$ cat src/rtl/pad_cfg_serial_loader.sv
// Per-pad configuration image that is shifted into the daisy-chained pad control blocks and then latched.
// Optional chain readback check is enabled by defining PAD_CFG_READBACK_EN.
module pad_cfg_serial_loader #(
  parameter int unsigned NUM_PADS = 38,
  parameter int unsigned CFG_WIDTH = 13,
  parameter int unsigned CLK_DIV = 4,
  parameter logic [CFG_WIDTH-1:0] DEFAULT_CFG = 13'h0403,
  localparam int unsigned IDX_W = (NUM_PADS > 1) ? $clog2(NUM_PADS) : 1
) (
  input  logic                 clock,
  input  logic                 reset,
  input  logic                 wr_en,
  input  logic [IDX_W-1:0]     wr_idx,
  input  logic [CFG_WIDTH-1:0] wr_data,
  input  logic [IDX_W-1:0]     rd_idx,
  output logic [CFG_WIDTH-1:0] rd_data,
  input  logic                 start,
  output logic                 busy,
  output logic                 done,
  output logic                 serial_clock,
  output logic                 serial_data,
  output logic                 serial_load,
  input  logic                 serial_data_in,
  output logic                 rb_mismatch
);

  localparam int unsigned NBITS = NUM_PADS * CFG_WIDTH;
  localparam int unsigned CNT_W = $clog2(NBITS + 1);
  localparam int unsigned DIV_W = (CLK_DIV > 1) ? $clog2(CLK_DIV) : 1;

  localparam logic [1:0] S_IDLE  = 2'd0;
  localparam logic [1:0] S_SHIFT = 2'd1;
  localparam logic [1:0] S_LOAD  = 2'd2;
  localparam logic [1:0] S_DONE  = 2'd3;

  logic [CFG_WIDTH-1:0] image [NUM_PADS];
  logic [NBITS-1:0]     img_flat;
  logic                 wr_ok;

  logic [1:0]       state_q, state_d;
  logic [DIV_W-1:0] div_q, div_d;
  logic [CNT_W-1:0] bit_q, bit_d;
  logic [NBITS-1:0] shift_q, shift_d;
  logic             sclk_q, sclk_d;
  logic             sdata_q, sdata_d;
  logic             sload_q, sload_d;
  logic             busy_q, busy_d;
  logic             done_q, done_d;
  logic             sample_c;
  logic             start_ok;

  assign wr_ok    = (state_q == S_IDLE) && wr_en && (32'(wr_idx) < NUM_PADS);
  assign start_ok = (state_q == S_IDLE) && start;

  // Configuration image; only writable while the loader is idle
  always_ff @(posedge clock or posedge reset) begin
    if (reset) begin
      for (int unsigned p = 0; p < NUM_PADS; p++) image[p] <= DEFAULT_CFG;
    end else if (wr_ok) begin
      image[wr_idx] <= wr_data;
    end
  end

  assign rd_data = (32'(rd_idx) < NUM_PADS) ? image[rd_idx] : '0;

  // Flattened image with a same-cycle write folded in; pad NUM_PADS-1 occupies the MSBs
  always_comb begin
    img_flat = '0;
    for (int unsigned p = 0; p < NUM_PADS; p++) begin
      img_flat[p*CFG_WIDTH +: CFG_WIDTH] = (wr_ok && (32'(wr_idx) == p)) ? wr_data : image[p];
    end
  end

  always_ff @(posedge clock or posedge reset) begin
    if (reset) begin
      state_q <= S_IDLE;
      div_q   <= '0;
      bit_q   <= '0;
      shift_q <= '0;
      sclk_q  <= 1'b0;
      sdata_q <= 1'b0;
      sload_q <= 1'b0;
      busy_q  <= 1'b0;
      done_q  <= 1'b0;
    end else begin
      state_q <= state_d;
      div_q   <= div_d;
      bit_q   <= bit_d;
      shift_q <= shift_d;
      sclk_q  <= sclk_d;
      sdata_q <= sdata_d;
      sload_q <= sload_d;
      busy_q  <= busy_d;
      done_q  <= done_d;
    end
  end

  always_comb begin
    state_d  = state_q;
    div_d    = div_q;
    bit_d    = bit_q;
    shift_d  = shift_q;
    sclk_d   = sclk_q;
    sdata_d  = sdata_q;
    sload_d  = sload_q;
    busy_d   = busy_q;
    done_d   = 1'b0;
    sample_c = 1'b0;
    case (state_q)
      S_IDLE: begin
        busy_d = 1'b0;
        if (start) begin
          state_d = S_SHIFT;
          shift_d = img_flat;
          sdata_d = img_flat[NBITS-1];
          sclk_d  = 1'b0;
          div_d   = '0;
          bit_d   = '0;
          busy_d  = 1'b1;
        end
      end
      S_SHIFT: begin
        if (div_q == DIV_W'(CLK_DIV - 1)) begin
          div_d = '0;
          if (!sclk_q) begin
            sclk_d   = 1'b1;
            sample_c = 1'b1;
          end else begin
            // End of a bit's high half: advance to the next bit or hand off to the load strobe
            sclk_d = 1'b0;
            if (bit_q == CNT_W'(NBITS - 1)) begin
              state_d = S_LOAD;
              sload_d = 1'b1;
              sdata_d = 1'b0;
            end else begin
              bit_d   = bit_q + CNT_W'(1);
              shift_d = shift_q << 1;
              sdata_d = shift_d[NBITS-1];
            end
          end
        end else begin
          div_d = div_q + DIV_W'(1);
        end
      end
      S_LOAD: begin
        if (div_q == DIV_W'(CLK_DIV - 1)) begin
          div_d   = '0;
          sload_d = 1'b0;
          state_d = S_DONE;
          done_d  = 1'b1;
        end else begin
          div_d = div_q + DIV_W'(1);
        end
      end
      S_DONE: begin
        state_d = S_IDLE;
        busy_d  = 1'b0;
      end
      default: begin
        state_d = S_IDLE;
        busy_d  = 1'b0;
      end
    endcase
  end

  assign busy         = busy_q;
  assign done         = done_q;
  assign serial_clock = sclk_q;
  assign serial_data  = sdata_q;
  assign serial_load  = sload_q;

`ifdef PAD_CFG_READBACK_EN
  logic [NBITS-1:0] shadow_q;
  logic [NBITS-1:0] sent_q;
  logic [NBITS-1:0] prev_q;
  logic             rb_q;

  // Chain return shadow compared against what the previous transfer left in the chain
  always_ff @(posedge clock or posedge reset) begin
    if (reset) begin
      shadow_q <= '0;
      sent_q   <= '0;
      prev_q   <= {NUM_PADS{DEFAULT_CFG}};
      rb_q     <= 1'b0;
    end else begin
      if (start_ok) begin
        sent_q <= img_flat;
        rb_q   <= 1'b0;
      end
      if (sample_c) shadow_q <= (shadow_q << 1) | NBITS'(serial_data_in);
      if (done_d) begin
        if (shadow_q != prev_q) rb_q <= 1'b1;
        prev_q <= sent_q;
      end
    end
  end

  assign rb_mismatch = rb_q;
`else
  logic unused_rb;
  assign unused_rb   = serial_data_in ^ sample_c ^ start_ok;
  assign rb_mismatch = 1'b0;
`endif

endmodule

$ cat config.mk
export PLATFORM = sky130hd
export DESIGN_NAME = pad_cfg_serial_loader
export DESIGN_NICKNAME = d
export VERILOG_FILES = /design/src/rtl/pad_cfg_serial_loader.sv
export SDC_FILE = /design/constraint.sdc
export NUM_CORES = 2
export LEC_CHECK = 0
export BUFFER_PORTS_ARGS = -buffer_cell sky130_fd_sc_hd__buf_2
export CAP_MARGIN = 20
export CORE_UTILIZATION = 30
export CTS_BUF_LIST = sky130_fd_sc_hd__clkbuf_4
export CTS_CLUSTER_DIAMETER = 120
export DETAILED_ROUTE_END_ITERATION = 10
export GPL_ROUTABILITY_DRIVEN = 0
export PLACE_DENSITY_LB_ADDON = 0.08
export SLEW_MARGIN = 20
export SYNTH_ARGS = -nofsm -noshare
export SYNTH_HDL_FRONTEND = slang
export SYNTH_SLANG_ARGS = --single-unit
$ cat constraint.sdc
create_clock -name clock -period 47.8 [get_ports clock]
set_clock_uncertainty 0.1 [all_clocks]
set_input_delay 7.17 -clock clock [delete_from_list [all_inputs] [get_ports clock]]
set_output_delay 7.17 -clock clock [all_outputs]
set_load 0.02 [all_outputs]
==> out/metrics.csv <==
metric,value,unit
dpl hpwl,87900,um
post-CTS setup buffer count,0,
CP max stage cell,o21ai_0,
crit-path cells,buf_8 > buf_4 > buf_4 > mux4_2 > mux2i_1 > mux4_2 > o21ai_0 > buf_2,
"Clk Latency, worst-skew pair",1.23,ns
initial core utilization,30.2,%
"Max FO, Critical Path",47,
"Avg Cell Area, Syn",12.2,um2
TritonCTS Buffers,316,
Critical Path RT,40.53,ns
shortest period the worst path allows,18.59,ns
CP Data Arrival Time,11.32,ns
final setup vio count,0,
vias in the first global route,33201,
post_cts resized,0,
crit path buf inv count,4,
CTS Buffer Depth,4,
Final WS setup,29.21,ns
max-cap violation count,0,
CTS Root Cell,clkbuf_4,
htree depth,5,
largest net degree at the start of global routing,206,
nets@finish,3885,
"EDFF count, synth",0,
Die W,393,um
"Power, Total",0.00309,W
Critical Path Start Type,primary input,
share of layout cells above drive strength 1,33.8,%
wire length per cell,24.4,um
vias,30778,
Post-Syn Nets,3780,
TritonCTS clock tree,done,
cell class contributing the biggest share of worst-path delay,buffers and inverters,
1st-iter DRT viols,1508,
Final Hold Viols,0,
CP Class,primary input to output port,
post-route ant nets,0,
Pleak,24.8,nW
fmax,0.0538,GHz
DR pass1 iterations,5,
period utilisation layout,38.9,%
asr flop ratio synth,100,%
"final std cell area, no fill",0.0519,mm2
area delta synth->final,13.3,%
# rows,143,
Vias/cell,5.04,
PwrDens,59.6,mW/mm2
global-route wire length before repair,224000,um
cts hold-fix bufs,0,
Tot GR Track Use,19.7,%
"worst slack, placed",29.18,ns
# clock sinks,1005,
CP max stage delay,0.75,ns
Yosys cell types,55,
Yosys Warn Count,0,
Die Area,0.154,mm2
mapped cell area,0.0458,mm2
DP Area,0.0480,mm2
total congestion overflow,0,
clock slew at reported path FFs,0.07,ns
setup_tns,0,ns
core area,0.152,mm2
Die Span Y,393,um
io pins,49,
sequential element share of the synthesized area,55.2,%
DRT Wirelength,149000,um
Slew headroom,26.2,%
port bufs,46,
#FFs+latches synth,1005,
critical path capture point type,output port,
Worst-Margin Slew,1.10,ns
worst min path class,register to register,
# DRC,0,
Worst IR Drop VDD,0.0640,mV
Final Max Slew Viols,0,
RSZ-0062 raised after global routing,no,
initial antenna violation count,18,
Post-Syn Instances,3742,
"Core Util, Final",34.2,%
Main synth FF type,dfrtp_1,
status,completed,
## logic make-up (layout without fill, tap and decap cells)
group / after synthesis / after routing / share of synthesized area [%]
adder cells (fa/ha/maj): 8 / 8 / 0.218
AO/OA/AOI/OAI: 707 / 707 / 9.89
buffers and inverters: 363 / 689 / 3.38
multiplexers: 919 / 919 / 24.3
flip-flops: 1005 / 1005 / 55.2
AND/OR/NAND/NOR: 739 / 739 / 7.01
other: 1 / 9 / 0.00819
## tightest hold or removal path, delay by kind of cell, from the launching register on
kind | cells | cell delay, ns
flip-flops | 1 | 0.36
AO/OA/AOI/OAI | 2 | 0.15
## final timing paths
| kind | cells after the start | slack [ns] | start | to |
|---|---|---|---|---|
| worst max register to register | 10 | 42.93 | state_q[0]$_DFFE_PP0P_ | shift_q[20]$_DFFE_PP0P_ |
| max in group asynchronous | 6 | 37.97 | reset | image[227]$_DFFE_PP0P_ |
| worst max-delay path | 8 | 29.21 | rd_idx[0] | rd_data[3] |
| worst min register to register | 2 | 0.36 | shift_q[262]$_DFFE_PP0P_ | shift_q[263]$_DFFE_PP0P_ |
| min in group asynchronous | 2 | 5.99 | reset | image[409]$_DFFE_PP0P_ |
| worst min-delay path | 2 | 0.36 | shift_q[262]$_DFFE_PP0P_ | shift_q[263]$_DFFE_PP0P_ |
## area by class of cell
class	count	area, um2
inverters	22	97.6
fillers	15484	99800
repair buffers	128	898
clock buffers	489	3670
diodes	8	20.0
clock inverters	50	215
well taps	2030	2540
multi-input cells	2374	19200
flip-flops and latches	1005	25300
## cell usage after synthesis, types with 26 or more instances
library cell | number | area (um2)
o21ai_1 | 80 | 400
o22a_1 | 26 | 228
nor2_1 | 68 | 255
mux2_4 | 30 | 450
mux2i_1 | 313 | 3130
a22oi_1 | 158 | 1190
mux4_2 | 94 | 2120
o21ai_0 | 230 | 1150
clkbuf_1 | 198 | 743
a22o_1 | 28 | 245
o22ai_1 | 77 | 482
mux2_2 | 476 | 5360
dfrtp_1 | 891 | 22300
o21a_1 | 26 | 195
a21o_1 | 28 | 210
dfstp_2 | 114 | 3000
nor3_1 | 70 | 350
nand3_1 | 116 | 581
nand2_1 | 438 | 1640
buf_2 | 109 | 546
## placed cells by master (no fill, tap or decap), types with 26 or more instances in the layout
cell      instances
a21o_1           28
buf_2            43
o21ai_1          80
o22ai_1          77
a22oi_1         158
o21ai_0         230
buf_4            81
dfrtp_1         891
clkbuf_4        489
mux2i_1         313
o21a_1           26
nor3_1           56
o22a_1           26
nor2_1           66
nand2_1         438
nand3_1         116
clkinv_1         44
mux2_4           30
a22o_1           28
mux4_2           94
dfstp_2         114
mux2_2          476
## per-stage QoR
step / instances / hold WS, ns
after global routing: 6102 / 0.385
final: 6106 / 0.360
after floorplan: 3742 / 0.349
after detailed placement: 5559 / 0.369
after global placement: 5559 / 0.361
after CTS: 6098 / 0.339
## state kept, by name, indices dropped and copies added (netlist names)
signal	count
busy	1
serial_data	1
div_q	2
serial_load	1
state_q	2
shift_q	493
image	494
serial_clock	1
done	1
bit_q	9
## power by group
| group | total [W] | internal [W] | switching (W) |
|---|---|---|---|
| combinational | 0.000961 | 0.000333 | 0.000628 |
| clock | 0.000858 | 0.000466 | 0.000392 |
| sequential | 0.00128 | 0.00112 | 0.000157 |
## metal layers
layer / vias to the layer above / track usage (%) / part of all wire [%]
li1: 14013 / - / -
met1: 15938 / 28.1 / 48
met2: 612 / 29.8 / 45
met3: 199 / 4.53 / 4.8
met4: 16 / 5.36 / 1.7
met5: - / 0 / 0.072
(Power assumes the default switching activity.)
